$ cat config.mk
export PLATFORM = sky130hd
export DESIGN_NAME = frame_sync_ctrl_flat
export DESIGN_NICKNAME = d
export VERILOG_FILES = /design/src/rtl/frame_sync_if.sv /design/src/rtl/frame_sync_ctrl.sv /design/src/flat_wrapper.sv
export SDC_FILE = /design/constraint.sdc
export NUM_CORES = 1
export LEC_CHECK = 0
export BUFFER_PORTS_ARGS = -buffer_cell sky130_fd_sc_hd__buf_2
export CORE_ASPECT_RATIO = 1.1
export CORE_MARGIN = 4
export CORE_UTILIZATION = 59
export CTS_CLUSTER_SIZE = 20
export DETAILED_ROUTE_END_ITERATION = 10
export GPL_TIMING_DRIVEN = 0
export PLACE_DENSITY = 0.81
export SKIP_CTS_REPAIR_TIMING = 1
export SKIP_LAST_GASP = 1
export SLEW_MARGIN = 20
export SYNTH_ARGS = -nofsm -noshare
export SYNTH_HDL_FRONTEND = slang
export SYNTH_SLANG_ARGS = --single-unit
$ cat constraint.sdc
create_clock -name i_clk -period 5.6 [get_ports i_clk]
set_clock_uncertainty 0.1 [all_clocks]
set_input_delay 0.84 -clock i_clk [delete_from_list [all_inputs] [get_ports i_clk]]
set_output_delay 0.84 -clock i_clk [all_outputs]
set_load 0.005 [all_outputs]
$ cat src/rtl/frame_sync_if.sv
// Serial-data / counter / status bundle between the frame-sync controller
// and its environment (bit source, external counter_n, frame parser).
interface frame_sync_if #(
  parameter int FRAME_LEN = 16
);
  localparam int CW = $clog2(FRAME_LEN);

  logic          din;
  logic          din_vld;
  logic [CW-1:0] cnt_count;
  logic          cnt_sclr;
  logic          cnt_ce;
  logic          locked;
  logic          frame_start;
  logic          sync_err;

  // Environment side: supplies bits and the counter value, consumes strobes.
  modport master (
    output din, din_vld, cnt_count,
    input  cnt_sclr, cnt_ce, locked, frame_start, sync_err
  );

  // Controller side.
  modport slave (
    input  din, din_vld, cnt_count,
    output cnt_sclr, cnt_ce, locked, frame_start, sync_err
  );
endinterface

$ cat src/rtl/frame_sync_ctrl.sv
// Frame-alignment controller: hunts the serial stream for SYNC_WORD, steers
// an external modulo-FRAME_LEN counter through SCLR/CE, qualifies lock over
// LOCK_CNT on-time sync words and drops lock after MISS_CNT misses.
module frame_sync_ctrl #(
  parameter int          FRAME_LEN = 16,
  parameter int          SYNC_W    = 8,
  parameter logic [SYNC_W-1:0] SYNC_WORD = 8'hA7,
  parameter int          LOCK_CNT  = 3,
  parameter int          MISS_CNT  = 2
) (
  input  logic        i_clk,
  input  logic        i_rst_n,
  frame_sync_if.slave bus
);
  localparam int CW = $clog2(FRAME_LEN);
  localparam int FW = $clog2(SYNC_W);
  localparam int HW = $clog2(LOCK_CNT + 1);
  localparam int MW = $clog2(MISS_CNT + 1);

  typedef enum logic [1:0] {S_HUNT, S_VERIFY, S_LOCK} state_t;

  state_t          r_state;
  logic [SYNC_W-1:0] r_sr;
  logic [FW-1:0]   r_fill_cnt;
  logic [HW-1:0]   r_hit;
  logic [MW-1:0]   r_miss;
  logic            r_locked;
  logic            r_fs;
  logic            r_se;

  logic [SYNC_W-1:0] w_shift;
  logic            w_fill_ok;
  logic            w_match;
  logic            w_check;
  logic [HW-1:0]   w_hit_nxt;
  logic [MW-1:0]   w_miss_nxt;

  // Candidate window includes the bit arriving this cycle, so a sync word is
  // recognised on the same edge that samples its last bit.
  assign w_shift    = {r_sr[SYNC_W-2:0], bus.din};
  assign w_fill_ok  = (r_fill_cnt == FW'(SYNC_W - 1));
  assign w_match    = bus.din_vld & (w_shift == SYNC_WORD) & w_fill_ok;
  // Counter sits at FRAME_LEN-1 on the last bit of the expected sync word.
  assign w_check    = bus.din_vld & (bus.cnt_count == CW'(FRAME_LEN - 1));
  assign w_hit_nxt  = r_hit + HW'(1);
  assign w_miss_nxt = r_miss + MW'(1);

  // Counter control is combinational so HUNT holds the counter at zero and
  // the match edge itself leaves the counter cleared.
  assign bus.cnt_sclr    = (r_state == S_HUNT);
  assign bus.cnt_ce      = bus.din_vld & (r_state != S_HUNT);
  assign bus.locked      = r_locked;
  assign bus.frame_start = r_fs;
  assign bus.sync_err    = r_se;

  // Shift register, fill tracking, hunt/verify/lock sequencing and strobes.
  always_ff @(posedge i_clk or negedge i_rst_n) begin
    if (!i_rst_n) begin
      r_state    <= S_HUNT;
      r_sr       <= '0;
      r_fill_cnt <= '0;
      r_hit      <= '0;
      r_miss     <= '0;
      r_locked   <= 1'b0;
      r_fs       <= 1'b0;
      r_se       <= 1'b0;
    end else begin
      r_fs <= 1'b0;
      r_se <= 1'b0;
      if (bus.din_vld) begin
        r_sr <= w_shift;
        if (!w_fill_ok) r_fill_cnt <= r_fill_cnt + FW'(1);
        case (r_state)
          S_HUNT: begin
            if (w_match) begin
              if (LOCK_CNT == 1) begin
                r_state  <= S_LOCK;
                r_locked <= 1'b1;
                r_miss   <= '0;
                r_fs     <= 1'b1;
              end else begin
                r_state <= S_VERIFY;
              end
              r_hit <= HW'(1);
            end
          end
          S_VERIFY: begin
            // Off-checkpoint matches are ignored; only the wrap point decides.
            if (w_check) begin
              if (w_match) begin
                r_hit <= w_hit_nxt;
                if (w_hit_nxt == HW'(LOCK_CNT)) begin
                  r_state  <= S_LOCK;
                  r_locked <= 1'b1;
                  r_miss   <= '0;
                  r_fs     <= 1'b1;
                end
              end else begin
                r_state <= S_HUNT;
                r_hit   <= '0;
              end
            end
          end
          S_LOCK: begin
            // Flywheel: the counter keeps wrapping through misses.
            if (w_check) begin
              if (w_match) begin
                r_miss <= '0;
                r_fs   <= 1'b1;
              end else begin
                r_se <= 1'b1;
                if (w_miss_nxt == MW'(MISS_CNT)) begin
                  r_state  <= S_HUNT;
                  r_locked <= 1'b0;
                  r_hit    <= '0;
                  r_miss   <= '0;
                end else begin
                  r_miss <= w_miss_nxt;
                  r_fs   <= 1'b1;
                end
              end
            end
          end
          default: r_state <= S_HUNT;
        endcase
      end
    end
  end
endmodule

$ cat src/flat_wrapper.sv
// flat-port wrapper written by rule: the top's interface ports become plain ports
module frame_sync_ctrl_flat 
#(
  parameter int          FRAME_LEN = 16,
  parameter int          SYNC_W    = 8,
  parameter logic [SYNC_W-1:0] SYNC_WORD = 8'hA7,
  parameter int          LOCK_CNT  = 3,
  parameter int          MISS_CNT  = 2
)
  (i_clk, i_rst_n, bus_din, bus_din_vld, bus_cnt_count, bus_cnt_sclr, bus_cnt_ce, bus_locked, bus_frame_start, bus_sync_err);
  frame_sync_if #(.FRAME_LEN(FRAME_LEN)) bus_i ();
  input  logic i_clk;
  input  logic i_rst_n;
  input wire logic [$bits(bus_i.din)-1:0] bus_din;
  input wire logic [$bits(bus_i.din_vld)-1:0] bus_din_vld;
  input wire logic [$bits(bus_i.cnt_count)-1:0] bus_cnt_count;
  output wire logic [$bits(bus_i.cnt_sclr)-1:0] bus_cnt_sclr;
  output wire logic [$bits(bus_i.cnt_ce)-1:0] bus_cnt_ce;
  output wire logic [$bits(bus_i.locked)-1:0] bus_locked;
  output wire logic [$bits(bus_i.frame_start)-1:0] bus_frame_start;
  output wire logic [$bits(bus_i.sync_err)-1:0] bus_sync_err;
  assign bus_i.din = bus_din;
  assign bus_i.din_vld = bus_din_vld;
  assign bus_i.cnt_count = bus_cnt_count;
  assign bus_cnt_sclr = bus_i.cnt_sclr;
  assign bus_cnt_ce = bus_i.cnt_ce;
  assign bus_locked = bus_i.locked;
  assign bus_frame_start = bus_i.frame_start;
  assign bus_sync_err = bus_i.sync_err;
  frame_sync_ctrl #(.FRAME_LEN(FRAME_LEN), .SYNC_W(SYNC_W), .SYNC_WORD(SYNC_WORD), .LOCK_CNT(LOCK_CNT), .MISS_CNT(MISS_CNT)) u_core (.i_clk(i_clk), .i_rst_n(i_rst_n), .bus(bus_i));
endmodule
==> results.toml, run 1 <==
[run_status]
status = "completed"

[cells_and_area]
drive_above_1_share_pct = 32.6
area_growth_pct = 11.2
post_layout_nonfiller_instances = 109
fillers = 121
fin_nets = 108
antenna_cells = 0
finalInstanceArea_sq_um = 1070

[power_and_ir_drop]
ir_drop_uv = 235
power.density_nw_per_um2 = 363
power_leakage_nw = 0.504

[yosys]
syn_area_sq_um = 961
synth_seq_area_share_pct = 49.5
synth_top_family_by_area = "multiplexers"
synthAdderAreaFrac_pct = 9.11
ys.flop_type = "dfrtp_1"
synthSimpleGateAreaFrac_pct = 14.3
ys_async_sr_fraction_pct = 100
synthMuxAreaShare_pct = 15.1
syn_area_per_cell_sq_um = 12.6
yosysTopAreaCell = "dfrtp_1"
synthCells = 76
ys_ff_latch = 19
yosysMostFrequentCell = "dfrtp_1"
synth.area.top_cells = "dfrtp_1, mux2_2, ha_1"
synth_common_cells = "dfrtp_1, mux2_2, ha_1"
synth_top_area_share_pct = 49.5
synth_edf_count = 0
synth-compound-area-share_pct = 9.11
synth_cell_types = 29
syn_nets = 91
synth_xor_xnor_area_share_pct = 0.911
synth_warnings = 0

[worst_setup_path]
arrival_ns = 1.64
worstReg2RegStart = "u_core.r_fill_cnt[0]"
r2r_end = "u_core.r_miss[0]"
endpoint_kind = "output pin"
r2r_setup_slack_ns = 3.51
r2r_cells = 7
cp.required_ns = 4.66
critical_path.startpoint_type = "input port"
crit_fanout = 10
path_class = "in -> out"

[placement]
port_buffers = 12
dpl-instance-area_sq_um = 1040
dp_hpwl_um = 1170
routabilityCongestion = 0.798
dp.cells = 105

[global_route]
grt_util_all_layers_pct = 13.7
grt_use_met3_pct = 2.15
overflow = 0
grt_first_pass_wirelength_um = 2370
grt_max_degree = 20
use_met2_pct = 23.2
use_met1_pct = 17.3
grt_pass1_vias = 563
antenna_found_initial = 0
busiest_layer = "met2"

[routing]
drc = 0
firstDrtPassIters = 4
vias_per_cell = 5.59
wl_per_cell_um = 13.8
routed_wl_um = 1510
antenna_left = 0
drt_iter0_drc = 5
num_vias = 609

[floorplanning]
die_w_um = 46.5
core_sq_um = 1560
die_y_um = 50.3
placementRows = 15
die_area_sq_um = 2340
initial_utilization_pct = 61.7
io_pins = 13

[clock_network]
clkSlewWorstSetupHoldPaths_ns = 0.11
cts_sinks = 19
htreeDepth = 1
cts_inserted_buffers = 3
clk_latency_ns = 0.28
cts_tree = "yes"
clockRootBuffer = "clkbuf_4"
cts_buffer_depth = 2

[job]
drv_cap = 0

[timing]
finalCritPeriodShare_pct = 46.1
tns_ns = 0
worst_pin_slew_ns = 0.482
finalSetupViolCount = 0
slew_viol_final = 0
hold_viol_final = 0
max-slew-margin-rel_pct = 67.9
fmax_mhz = 387
min_period_ns = 2.58
rsz0062_at_grt = "false"

[hold_path]
min_path_type = "in -> async"
[stage by stage]
stage	worst slack, ns	total power, mW	hold WS [ns]	utilization (%)
after floorplan	3.34	0.289	0.348	-
after global placement	3.02	0.316	0.361	66.9
after detailed placement	3.00	0.327	0.367	66.9
after CTS	3.00	0.395	0.375	68.6
after global routing	2.96	0.418	0.364	68.6
final	3.02	0.387	0.369	68.6
[power by group]
group	total, mW	internal (mW)	switching, mW
clock	0.0676	0.0276	0.0400
sequential	0.194	0.172	0.0224
combinational	0.126	0.0693	0.0562
[worst max path at each step]
stage | depth (start not counted) | from | slack (ns) | end
2_1_floorplan | 2 | bus_din_vld | 3.34 | bus_cnt_ce
3_3_place_gp | 4 | bus_din_vld | 3.02 | bus_cnt_ce
3_5_place_dp | 4 | bus_din_vld | 3.00 | bus_cnt_ce
4_1_cts | 4 | bus_din_vld | 3.00 | bus_cnt_ce
5_1_grt | 4 | bus_din_vld | 2.96 | bus_cnt_ce
6_report | 4 | bus_din_vld | 3.02 | bus_cnt_ce
[worst max-delay path, cell delays in order]
cell and delay, ns:
buf_2 0.11, buf_1 0.39, nor2b_1 0.18, buf_2 0.12
[cell usage in the layout (no fill, tap or decap)]
master,netlist,layout
a211o_1,1,1
a211oi_1,1,1
a221o_1,1,1
a31oi_1,2,2
and4_1,1,1
buf_1,1,1
buf_2,0,12
clkbuf_1,0,1
clkbuf_4,0,3
dfrtp_1,19,19
ha_1,7,7
inv_1,4,4
mux2_1,1,1
mux2_2,11,11
mux2i_1,1,1
nand2_1,5,5
nand2b_1,2,2
nand3b_1,1,1
nand4b_1,1,1
nand4bb_4,1,1
nor2_1,3,3
nor2b_1,2,2
nor3_4,1,1
nor3b_1,1,1
o211ai_1,1,1
o21a_1,1,1
o21ai_0,2,2
o21ai_1,1,1
o221a_2,1,1
o31ai_1,1,1
or2_2,1,1
xor2_1,1,1
[logic make-up after synthesis]
family,after synthesis
and+or+nand+nor,19
AOI/OAI and AO/OA,12
muxes,13
xor gates and xnor gates,1
buffers and inverters,5
DFF,19
adders and majority gates,7
[registers in the layout, summed over array words and instances, names as in the netlist]
name,cells
u_core.bus.frame_start,1
u_core.r_hit,2
u_core.r_fill_cnt,3
u_core.bus.sync_err,1
u_core.r_miss,2
u_core.bus.locked,1
u_core.r_sr,7
u_core.r_state,2
[cell type report]
cell class | instances | area, sq um | share of cell area, %
Inverter | 4 | 15.0 | 1.41
Timing Repair Buffer | 12 | 60.1 | 5.62
Tap cell | 17 | 21.3 | 1.99
Sequential cell | 19 | 475 | 44.5
Clock buffer | 4 | 26.3 | 2.46
Buffer | 1 | 3.75 | 0.351
Multi-Input combinational cell | 52 | 467 | 43.7
[routing by layer]
| layer | up-vias | part of all wire [%] |
|---|---|---|
| met5 | - | 0 |
| met3 | 2 | 3.6 |
| li1 | 306 | - |
| met1 | 291 | 43 |
| met2 | 10 | 53 |
| met4 | 0 | 0.80 |
Power figures use the tool's default switching activity.
==> run 2, diff against run 1 <==
Settings changed: CORE_UTILIZATION 59 to 54, PLACE_DENSITY 0.81 to 0.76.
Clock period 5.6 ns to 2.5 ns, I/O delays scaled along.
==> results.toml, run 2 (synthesis gave the netlist of run 1 again) <==
[clock_network]
htreeDepth = 1
cts_inserted_buffers = 3
clk_latency_ns = 0.29
cts_buffer_depth = 2
clockRootBuffer = "clkbuf_4"
cts_tree = "yes"
clkSlewWorstSetupHoldPaths_ns = 0.11
cts_sinks = 19

[power_and_ir_drop]
power_mw = 0.877
power_leakage_nw = 0.511
power.density_nw_per_um2 = 812
ir_drop_uv = 595

[global_route]
grt_first_pass_wirelength_um = 2380
grt_pass1_vias = 619
overflow = 0
antenna_found_initial = 0
grt_max_degree = 20
grt_util_all_layers_pct = 13.5

[cells_and_area]
utilization_pct = 66.1
drive_above_1_share_pct = 33.3
final_common_cell = "dfrtp_1"
area_growth_pct = 12.4
regMostFlops = "u_core.r_sr"
antenna_cells = 0
fin_nets = 109
fillers = 126
reg_top3 = "u_core.r_sr (7), u_core.r_fill_cnt (3)"
layout_common_cells = "dfrtp_1, buf_2, mux2_2, ha_1, nand2_1"
largest_register_ffs = 7

[timing]
fmax_mhz = 475
finalSetupViolCount = 0
tns_ns = 0
worst_pin_slew_ns = 0.480
hold_viol_final = 0
min_period_ns = 2.10
max-slew-margin-rel_pct = 68.0
finalCritPeriodShare_pct = 84.2
rsz0062_at_grt = "false"
slew_viol_final = 0

[worst_setup_path]
endpoint_kind = "register"
crit_fanout = 6
r2r_cells = 7
path_class = "reg -> reg"
arrival_ns = 2.19
critical_path.startpoint_type = "register"
cp.required_ns = 2.59
r2r_setup_slack_ns = 0.40

[floorplanning]
initial_utilization_pct = 58.9
die_w_um = 48.2
die_area_sq_um = 2520
placementRows = 15
core_sq_um = 1630
die_y_um = 52.2
io_pins = 13

[hold_path]
min_path_type = "in -> reg"
min_path_cells = 2

[routing]
routed_wl_um = 1520
num_vias = 625
firstDrtPassIters = 4
drc = 0
wl_per_cell_um = 13.8
vias_per_cell = 5.68
drt_iter0_drc = 5
antenna_left = 0

[placement]
port_buffers = 12
routabilityCongestion = 0.790
dp_hpwl_um = 1190

[run_status]
status = "completed"

[job]
drv_cap = 0
==> run 2: cell count changes in the layout (fill, tap and decap cells not counted) <==
| cell | before | now |
|---|---|---|
| clkbuf_1 | 1 | 0 |
| dlygate4sd3_1 | 0 | 1 |
| clkinv_2 | 0 | 1 |
==> run 2: cell type report <==
| class | count | area (sq um) | area share, % |
|---|---|---|---|
| Sequential cell | 19 | 475 | 44.0 |
| Multi-Input combinational cell | 52 | 467 | 43.2 |
| Tap cell | 17 | 21.3 | 1.97 |
| Buffer | 1 | 3.75 | 0.348 |
| Clock inverter | 1 | 5.00 | 0.463 |
| Inverter | 4 | 15.0 | 1.39 |
| Timing Repair Buffer | 13 | 70.1 | 6.49 |
| Clock buffer | 3 | 22.5 | 2.09 |
==> run 2: power breakdown <==
part	total, mW	switching (mW)	leakage (nW)	internal, mW
registers	0.437	0.0521	0.235	0.385
logic	0.287	0.130	0.258	0.157
clock network	0.153	0.0938	0.0177	0.0596
total	0.877	0.276	0.511	0.601
==> run 2: routing by layer <==
layer  vias up  wire (um)  global-route usage, %
met1       300        651                   14.7
met5         -          0                      0
met4         0         19                   6.28
met3         2         53                   3.09
li1        309          -                      -
met2        14        790                   23.3
==> run 2: worst paths after layout <==
path	startpoint	to
min	bus_din	u_core.r_sr[0]
max	u_core.r_fill_cnt[0]	u_core.r_miss[0]
max reg2reg	u_core.r_fill_cnt[0]	u_core.r_miss[0]
min in group asynchronous	i_rst_n	u_core.r_state[1]
min reg2reg	u_core.r_fill_cnt[0]	u_core.r_fill_cnt[0]
max in group asynchronous	i_rst_n	u_core.r_sr[3]
==> run 2: critical path, cell delays in order (launching register included) <==
cell and delay (ns):
dfrtp_1 0.39, ha_1 0.16, ha_1 0.16, nand2_1 0.09
nor3_4 0.26, nand2_1 0.12, a221o_1 0.40, mux2_1 0.32
==> run 2: through the flow <==
stage	std cells	worst slack [ns]	hold WS (ns)	cell area (sq um)
final	110	0.396	0.225	1080
after global placement	105	0.450	0.230	1040
after global routing	110	0.334	0.231	1080
after CTS	109	0.394	-0.110	1070
after detailed placement	105	0.420	0.230	1040
after floorplan	76	0.561	-0.0206	961
